## src/rtl/dmi_pkg.sv

```systemverilog
// Shared DMI request/response types, op/resp codes and the arbiter state encoding.
package dmi_pkg;

  localparam logic [1:0] DTM_NOP = 2'h0;
  localparam logic [1:0] DTM_RD  = 2'h1;
  localparam logic [1:0] DTM_WR  = 2'h2;

  localparam logic [1:0] DTM_SUCCESS = 2'h0;
  localparam logic [1:0] DTM_ERR     = 2'h2;
  localparam logic [1:0] DTM_BUSY    = 2'h3;

  typedef struct packed {
    logic [6:0]  addr;
    logic [31:0] data;
    logic [1:0]  op;
  } dmi_req_t;

  typedef struct packed {
    logic [31:0] data;
    logic [1:0]  resp;
  } dmi_resp_t;

  typedef enum logic [2:0] {IDLE, REQ, WAIT, RESP, LOCAL} arb_state_e;

  function automatic dmi_resp_t local_resp(input logic [1:0] code);
    dmi_resp_t r;
    r.data = '0;
    r.resp = code;
    return r;
  endfunction

endpackage

```

## src/rtl/rr_arbiter.sv

```systemverilog
// Combinational round-robin picker: first requester at or above rr_ptr, wrapping to index 0.
module rr_arbiter #(
  parameter  int NumReq = 2,
  localparam int IdxW   = $clog2(NumReq)
) (
  input  logic [NumReq-1:0] req,
  input  logic [IdxW-1:0]   rr_ptr,
  output logic [NumReq-1:0] gnt,
  output logic [IdxW-1:0]   gnt_idx
);

  logic [NumReq-1:0] upper_mask;
  logic [NumReq-1:0] upper_req;
  logic [NumReq-1:0] pick_from;

  for (genvar gi = 0; gi < NumReq; gi++) begin : g_mask
    assign upper_mask[gi] = (IdxW'(gi) >= rr_ptr);
  end

  assign upper_req = req & upper_mask;
  // Requests at/above the pointer take priority; otherwise wrap to the lowest index.
  assign pick_from = (|upper_req) ? upper_req : req;
  assign gnt       = pick_from & (~pick_from + NumReq'(1));

  for (genvar gb = 0; gb < IdxW; gb++) begin : g_enc
    logic [NumReq-1:0] sel;
    for (genvar gi = 0; gi < NumReq; gi++) begin : g_sel
      assign sel[gi] = gnt[gi] & (((gi >> gb) % 2) == 1);
    end
    assign gnt_idx[gb] = |sel;
  end

endmodule

```

## src/rtl/dmi_req_arbiter.sv

```systemverilog
// Shares one DMI channel between NumReq masters, one transaction at a time, with
// per-requester write locking and a response watchdog.
module dmi_req_arbiter
  import dmi_pkg::*;
#(
  parameter  int NumReq     = 2,
  parameter  int TimeoutCyc = 1023,
  localparam int IdxW       = $clog2(NumReq)
) (
  input  logic                 clk_i,
  input  logic                 rst_ni,
  input  logic [NumReq-1:0]    req_valid_i,
  input  logic [NumReq*41-1:0] req_i,
  output logic [NumReq-1:0]    req_ready_o,
  input  logic [NumReq-1:0]    unlock_i,
  output logic [NumReq-1:0]    resp_valid_o,
  output logic [33:0]          resp_o,
  input  logic [NumReq-1:0]    resp_ready_i,
  output logic [40:0]          dmi_req_o,
  output logic                 dmi_req_valid_o,
  input  logic                 dmi_req_ready_i,
  input  logic [33:0]          dmi_resp_i,
  input  logic                 dmi_resp_valid_i,
  output logic                 dmi_resp_ready_o,
  output logic [IdxW-1:0]      grant_idx_o,
  output logic                 busy_o,
  output logic                 timeout_o
);

  localparam int ReqW = 41;
  localparam int CntW = $clog2(TimeoutCyc + 1);

  arb_state_e      state_reg;
  logic [IdxW-1:0] rr_ptr_reg;
  logic [IdxW-1:0] grant_idx_reg;
  dmi_req_t        req_reg;
  dmi_resp_t       resp_reg;
  logic [CntW-1:0] cnt_reg;
  logic            timeout_reg;

  dmi_req_t          req_arr [NumReq];
  dmi_req_t          sel_req;
  logic [NumReq-1:0] gnt;
  logic [IdxW-1:0]   gnt_idx;
  logic              gnt_valid;
  logic              wr_unlocked;
  logic              resp_phase;
  logic              resp_ack;

  for (genvar gi = 0; gi < NumReq; gi++) begin : g_req
    assign req_arr[gi]      = req_i[gi*ReqW +: ReqW];
    assign resp_valid_o[gi] = resp_phase && (grant_idx_reg == IdxW'(gi));
  end

  rr_arbiter #(.NumReq(NumReq)) u_rr (
    .req     (req_valid_i),
    .rr_ptr  (rr_ptr_reg),
    .gnt     (gnt),
    .gnt_idx (gnt_idx)
  );

  assign gnt_valid   = |gnt;
  assign sel_req     = req_arr[gnt_idx];
  assign wr_unlocked = |(unlock_i & gnt);
  assign resp_phase  = (state_reg == RESP) || (state_reg == LOCAL);
  assign resp_ack    = |(resp_ready_i & resp_valid_o);

  always_ff @(posedge clk_i or negedge rst_ni) begin
    if (!rst_ni) begin
      state_reg     <= IDLE;
      rr_ptr_reg    <= '0;
      grant_idx_reg <= '0;
      req_reg       <= '0;
      resp_reg      <= '0;
      cnt_reg       <= '0;
      timeout_reg   <= 1'b0;
    end else begin
      timeout_reg <= 1'b0;
      case (state_reg)
        IDLE: begin
          if (gnt_valid) begin
            req_reg       <= sel_req;
            grant_idx_reg <= gnt_idx;
            rr_ptr_reg    <= (gnt_idx == IdxW'(NumReq - 1)) ? '0 : gnt_idx + IdxW'(1);
            if (sel_req.op == DTM_RD || (sel_req.op == DTM_WR && wr_unlocked)) begin
              state_reg <= REQ;
            end else begin
              // Locked writes and reserved ops never reach the slave.
              state_reg <= LOCAL;
              resp_reg  <= local_resp((sel_req.op == DTM_NOP) ? DTM_SUCCESS : DTM_ERR);
            end
          end
        end
        REQ: begin
          if (dmi_req_ready_i) begin
            state_reg <= WAIT;
            cnt_reg   <= '0;
          end
        end
        WAIT: begin
          // A response arriving on the expiry cycle still wins over the watchdog.
          if (dmi_resp_valid_i) begin
            resp_reg  <= dmi_resp_i;
            state_reg <= RESP;
          end else if (cnt_reg == CntW'(TimeoutCyc - 1)) begin
            resp_reg    <= local_resp(DTM_BUSY);
            timeout_reg <= 1'b1;
            state_reg   <= RESP;
          end else begin
            cnt_reg <= cnt_reg + CntW'(1);
          end
        end
        RESP, LOCAL: begin
          if (resp_ack) state_reg <= IDLE;
        end
        default: state_reg <= IDLE;
      endcase
    end
  end

  // Reset gating keeps the combinational handshakes quiet while rst_ni is held.
  assign req_ready_o      = (rst_ni && state_reg == IDLE) ? gnt : '0;
  assign dmi_resp_ready_o = rst_ni && (state_reg == IDLE || state_reg == WAIT);
  assign dmi_req_valid_o  = (state_reg == REQ);
  assign dmi_req_o        = req_reg;
  assign resp_o           = resp_reg;
  assign grant_idx_o      = grant_idx_reg;
  assign busy_o           = (state_reg != IDLE);
  assign timeout_o        = timeout_reg;

endmodule

```

## config.mk

```make
export PLATFORM = sky130hd
export DESIGN_NAME = dmi_req_arbiter
export DESIGN_NICKNAME = d
export VERILOG_FILES = /design/src/rtl/dmi_pkg.sv /design/src/rtl/rr_arbiter.sv /design/src/rtl/dmi_req_arbiter.sv
export SDC_FILE = /design/constraint.sdc
export NUM_CORES = 1
export LEC_CHECK = 0
export CORE_MARGIN = 8
export CORE_UTILIZATION = 37
export CTS_CLUSTER_SIZE = 24
export DETAILED_ROUTE_END_ITERATION = 8
export GPL_TIMING_DRIVEN = 0
export PLACE_DENSITY = 0.77
export SETUP_SLACK_MARGIN = 0.5
export SYNTH_ARGS = -nofsm -noshare
export SYNTH_HDL_FRONTEND = slang
export SYNTH_SLANG_ARGS = --single-unit
```

## constraint.sdc

```tcl
create_clock -name clk_i -period 1.7 [get_ports clk_i]
set_clock_uncertainty 0.1 [all_clocks]
set_input_delay 0.425 -clock clk_i [delete_from_list [all_inputs] [get_ports clk_i]]
set_output_delay 0.425 -clock clk_i [all_outputs]
set_load 0.005 [all_outputs]
```

==> results.py, run 1 <==
metrics = {
    "clock_tree": {
        "insertion_delay_ps": 340,
        "cts_max_path_buffers": 2,
        "clock_sinks": 91,
        "cts_made_buffers": 9,
        "cts_tree": "yes",
        "cts_root_buf": "clkbuf_16",
        "clk_pin_slew_worst_paths_ps": 70,
        "htreeDepth": 3,
    },
    "timing": {
        "finalWorstSetupSlack_ps": -363,
        "hold_viol": 27,
        "finalCriticalPeriod_ps": 2060,
        "maxSlewHeadroom_pct": 72.0,
        "min_period_over_period_pct": 121,
        "drv_slew": 0,
        "fmax_mhz": 485,
        "grt_setup_unrepaired": "true",
        "setup_tns_ps": -20060,
        "timing.hold.ws_ps": -174,
        "setup_viol": 96,
        "tightest_slew_ps": 408,
    },
    "run": {
        "max_cap_viol_count": 0,
    },
    "run_status": {
        "status": "complete, but fails checks",
        "violations": "hold timing, setup timing",
    },
    "synth": {
        "synth_ff_type": "dfrtp_1",
        "synth.area.top_cells": "dfrtp_1 54%, a22o_1 6.9%, or3_1 6.4%",
        "synth-seq-area-share_pct": 54.2,
        "yosys.area.top_type": "dfrtp_1",
        "avgSynthCellArea_um2": 9.79,
        "yosysTopAreaCellShare_pct": 54.2,
        "ys_types": 39,
        "synth.most_common_cell": "dfrtp_1",
        "synth_common_cells": "91 x dfrtp_1, 53 x nor2_1, 52 x o21ai_0",
        "syn-cell-area_mm2": 0.00420,
        "synth_nets": 557,
        "postSynthCellCount": 429,
        "synth_edf_count": 0,
        "synth_seq_cells": 91,
        "async_flop_share_pct": 100,
        "ys_warn_count": 0,
    },
    "floorplanning": {
        "die-area_mm2": 0.0150,
        "fp.coreArea_mm2": 0.0113,
        "die-height_um": 123,
        "start_util_pct": 37.3,
        "die_w_um": 123,
        "row_count": 39,
        "num_io_pins": 210,
    },
    "final_layout": {
        "utilization_pct": 70.7,
        "final_cells": 905,
        "multiInputGateArea_mm2": 0.00211,
        "num-nets-final": 885,
        "layout-drive-gt1-share_pct": 41.1,
        "antennaDiodeCount": 0,
        "syn_to_final_growth_pct": 89.5,
        "final_cell_area_mm2": 0.00796,
        "largest_register_ffs": 41,
        "ff_latch_area_mm2": 0.00228,
        "nFillCells": 833,
    },
    "detailed_routing": {
        "vias": 4676,
        "drt_iter0_markers": 188,
        "drt_wl_total_mm": 17.0,
        "postRouteAntennaNets": 0,
        "dr.pass1.iters": 4,
        "wl_per_cell_um": 18.8,
        "drc": 0,
        "vias_per_cell": 5.17,
    },
    "pwr": {
        "peakVddDrop_mv": 0.749,
        "p_leak_nw": 3.62,
        "power_density_mw_per_mm2": 1620,
        "power_mw": 12.9,
    },
    "worst_setup_path": {
        "cpLargestDelayFamily": "buffers and inverters",
        "critPathLaunchType": "register",
        "cp-end-kind": "primary output",
        "path_max_fanout": 5,
        "worstSetupPathType": "register to primary output",
        "critPathMaxStageDelay_ps": 390,
        "crit_buf_inv": 4,
        "critPathRequiredTime_ps": 1170,
        "crit_top_cell": "buf_6",
        "critPathSlowestCell": "dfrtp_1",
        "crit_arrival_ps": 1540,
        "regToRegSetupSlack_ps": -340,
        "path_cells": "buf_6 > nand2b_4 > o22ai_4 > buf_6 > buf_6 > nor2b_1 > buf_2",
    },
    "global_route": {
        "grt_pass1_vias": 4792,
        "grt_max_degree": 34,
        "gr-total-overflow": 0,
        "globalRouteTotalUtil_pct": 21.2,
        "grt_pass1_wl_mm": 24.9,
        "antenna_found_initial": 0,
    },
    "placement": {
        "gp_congestion": 0.843,
        "dpl.cell_count": 781,
        "dp_worst_setup_slack_ps": -1040,
        "dpl_cell_area_mm2": 0.00655,
        "numPortBuffers": 208,
        "dpl.hpwl_mm": 11.0,
    },
    "min_path": {
        "holdCritPathClass": "primary input to asynchronous set/reset pin",
    },
}
-- report_power, final --
group | total, mW | leakage [nW] | internal [mW] | switching, mW
Combinational | 7.32 | 2.35 | 4.13 | 3.20
Sequential | 3.42 | 1.12 | 3.00 | 0.425
Clock | 2.14 | 0.154 | 1.19 | 0.957
Total | 12.9 | 3.62 | 8.32 | 4.58
-- placed cells by master, fill, tap and decap left out, drive strengths merged, types with 4 or more instances in the layout --
cell,instances
o21ai,52
inv,11
xor2,4
nor2,53
a21oi,51
buf,204
clkdlybuf4s50,121
a22o,33
nor2b,4
mux2i,4
and3,6
or3,43
nand3,6
and2,5
dfrtp,91
clkbuf,30
nand2,14
-- path summary, 6_finish.rpt --
path	endpoint	startpoint	cells past startpoint
min in group clk_i	grant_idx_o	req_valid_i[1]	3
worst max-delay path	resp_valid_o[0]	state_reg[1]	7
max in group asynchronous	dmi_req_o[20]	rst_ni	2
worst min register to register	resp_o[13]	resp_o[13]	1
worst min-delay path	cnt_reg[5]	rst_ni	1
worst max register to register	cnt_reg[7]	state_reg[1]	7
-- cells by family after synthesis --
group | count (synthesis) | synth area share, %
muxes | 5 | 1.22
AOI/OAI and AO/OA | 148 | 21.7
adders and majority gates | 2 | 0.595
xor gates and xnor gates | 4 | 0.834
buffers and inverters | 38 | 3.93
DFF | 91 | 54.2
and+or+nand+nor | 141 | 17.5
-- layout make-up --
cell class	count	area share, %
inverter	6	0.408
clock buffer	9	2.83
tap	143	2.25
multi-input combinational	300	26.5
clock inverter	7	1.15
buffer	32	3.97
timing repair buffer	317	34.3
sequential	91	28.6
-- metal layers --
metal	up-vias	wire [µm]	GRT usage, %
met3	29	1210	6.35
met2	177	8950	38.9
li1	2195	-	-
met5	-	0	0
met4	0	346	7.01
met1	2275	6530	22.7
-- timing repair --
item                                    CTS  global route
resized for setup                       454            54
gates cloned                             11             2
hold endpoints to repair                 27            27
pin swaps                                15            11
buffers inserted                         59            36
endpoints found under the setup margin  175           175
No activity file was read; power rests on OpenSTA's default activity.
==> run 2: changes to the inputs <==
--- a/config.mk
+++ b/config.mk
@@ -12,6 +12,7 @@
 export GPL_TIMING_DRIVEN = 0
 export PLACE_DENSITY = 0.77
 export SETUP_SLACK_MARGIN = 0.5
+export SLEW_MARGIN = 20
 export SYNTH_ARGS = -nofsm -noshare
 export SYNTH_HDL_FRONTEND = slang
 export SYNTH_SLANG_ARGS = --single-unit
==> run 2 against run 1 <==
The run still ends with hold timing, setup timing left. Critical endpoint is now resp_o[1]. Critical path depth is 3 higher. Register-to-register slack worse by 50 ps. Final cell count is 0.44% higher. Largest power group unchanged. Largest cell class unchanged. Combinational power is 6.7% higher. Clock-buffer cell count stayed put. Wire length is 0.59% higher. Final area is 3.3% higher. Non-clock buffer count is 4 higher. First-iteration DRC count is 20% higher. Hold slack better by 2.6 ps. Critical path type is now register to register.
==> results.py, run 2 (synthesis gave the netlist of run 1 again) <==
metrics = {
    "run_status": {
        "status": "complete, but fails checks",
        "violations": "hold timing, setup timing",
    },
    "global_route": {
        "grt_pass1_vias": 4746,
        "antenna_found_initial": 0,
        "grt_pass1_wl_mm": 24.7,
        "gr-total-overflow": 0,
        "grt_max_degree": 34,
        "globalRouteTotalUtil_pct": 20.9,
    },
    "placement": {
        "gp_congestion": 0.843,
        "dpl.hpwl_mm": 11.0,
        "dp_worst_setup_slack_ps": -1040,
        "numPortBuffers": 208,
    },
    "clock_tree": {
        "cts_tree": "yes",
        "cts_made_buffers": 9,
        "cts_max_path_buffers": 2,
        "clock_sinks": 91,
        "cts_root_buf": "clkbuf_16",
        "clk_pin_slew_worst_paths_ps": 70,
        "htreeDepth": 3,
        "insertion_delay_ps": 340,
    },
    "detailed_routing": {
        "vias": 4662,
        "wl_per_cell_um": 18.9,
        "dr.pass1.iters": 4,
        "drt_iter0_markers": 226,
        "vias_per_cell": 5.13,
        "postRouteAntennaNets": 0,
        "drc": 0,
        "drt_wl_total_mm": 17.1,
    },
    "min_path": {
        "holdCritPathClass": "primary input to asynchronous set/reset pin",
    },
    "pwr": {
        "p_sw_share_pct": 36.9,
        "switchingPower_mw": 4.90,
        "p_leak_nw": 3.62,
        "power_mw": 13.3,
        "p_clk_share_pct": 14.9,
        "power_density_mw_per_mm2": 1610,
        "seqPwrFrac_pct": 26.3,
        "peakVddDrop_mv": 0.737,
        "power_frac_comb_pct": 58.8,
        "p_int_mw": 8.37,
    },
    "worst_setup_path": {
        "crit_buf_inv": 7,
        "rr_worst_depth": 10,
        "worstSetupPathDepth": 10,
        "critPathMaxStageDelay_ps": 380,
        "worstSetupPathType": "register to register",
        "crit_top_cell": "buf_6",
        "critPathSlowestCell": "dfrtp_1",
        "cpLargestDelayFamily": "buffers and inverters",
        "cp-end-kind": "register",
        "path_max_fanout": 9,
        "critPathLaunchType": "register",
        "path_cells": "buf_6 > buf_4 > buf_6 > buf_6 > inv_4 > buf_6 > buf_6 > o211ai_1 > o211ai_4 > mux2_4",
        "critPathRequiredTime_ps": 1830,
        "crit_arrival_ps": 2220,
    },
    "final_layout": {
        "nFillCells": 787,
        "syn_to_final_growth_pct": 95.8,
        "layout_common_cells": "122 x clkdlybuf4s50_1, 90 x dfrtp_1, 82 x buf_2",
        "antennaDiodeCount": 0,
        "utilization_pct": 73.0,
        "layout_commonest_cell": "clkdlybuf4s50_1",
        "layout-drive-gt1-share_pct": 46.2,
        "largest_register_ffs": 41,
        "num-nets-final": 889,
    },
    "timing": {
        "min_period_over_period_pct": 123,
        "setup_tns_ps": -24330,
        "tightest_slew_ps": 448,
        "finalCriticalPeriod_ps": 2090,
        "setup_viol": 93,
        "finalWorstSetupSlack_ps": -390,
        "maxSlewHeadroom_pct": 70.0,
        "fmax_mhz": 478,
        "grt_setup_unrepaired": "true",
        "timing.hold.ws_ps": -171,
        "drv_slew": 0,
        "hold_viol": 27,
    },
    "floorplanning": {
        "start_util_pct": 37.3,
        "die_w_um": 123,
        "die-height_um": 123,
        "num_io_pins": 210,
        "fp.coreArea_mm2": 0.0113,
        "row_count": 39,
        "die-area_mm2": 0.0150,
    },
    "run": {
        "max_cap_viol_count": 0,
    },
}
-- run 2: per-stage QoR --
stage / cells / cell area, µm²
detailed placement: 781 / 6550
global route: 909 / 8230
CTS: 864 / 7410
global placement: 780 / 6520
finish: 909 / 8230
floorplan: 429 / 4260
-- run 2: per-layer routing --
layer | GRT usage [%] | wire, µm
met1 | 23.0 | 6470
met2 | 37.8 | 8980
met3 | 6.07 | 1280
met4 | 7.16 | 408
met5 | 0 | 0
-- run 2: final cells by class --
class                      count  area, µm²  share of cell area [%]
multi-input combinational    300       2360                    28.6
sequential                    91       2280                    27.7
clock buffer                   9        225                    2.74
inverter                       6       30.0                   0.365
buffer                        32        297                    3.60
clock inverter                 7       68.8                   0.837
tap                          143        179                    2.17
timing repair buffer         321       2790                    33.9
-- run 2: worst paths after layout --
path	from	to	slack, ps
worst max-delay path	state_reg[1]	resp_o[1]	-390
worst min-delay path	rst_ni	cnt_reg[5]	-170
worst max register to register	state_reg[1]	resp_o[1]	-390
worst min register to register	resp_o[13]	resp_o[13]	400
max in group asynchronous	rst_ni	resp_o[26]	1090
min in group clk_i	req_valid_i[1]	grant_idx_o	330
-- run 2: power by group through the flow --
stage               combinational (mW)  sequential [mW]  clock [mW]
floorplan                         1.88             3.54           0
global placement                  4.51             3.47           0
detailed placement                4.59             3.51           0
CTS                               5.91             3.43        2.01
global route                      8.35             3.58        2.10
finish                            7.81             3.49        1.98
-- run 2: repair_timing --
item | in CTS | in global routing
pin swaps | 18 | 2
endpoints found under the setup margin | 175 | 175
gates cloned | 6 | 3
buffers inserted | 61 | 42
hold endpoints to repair | 27 | 27
gates resized for setup | 438 | 129
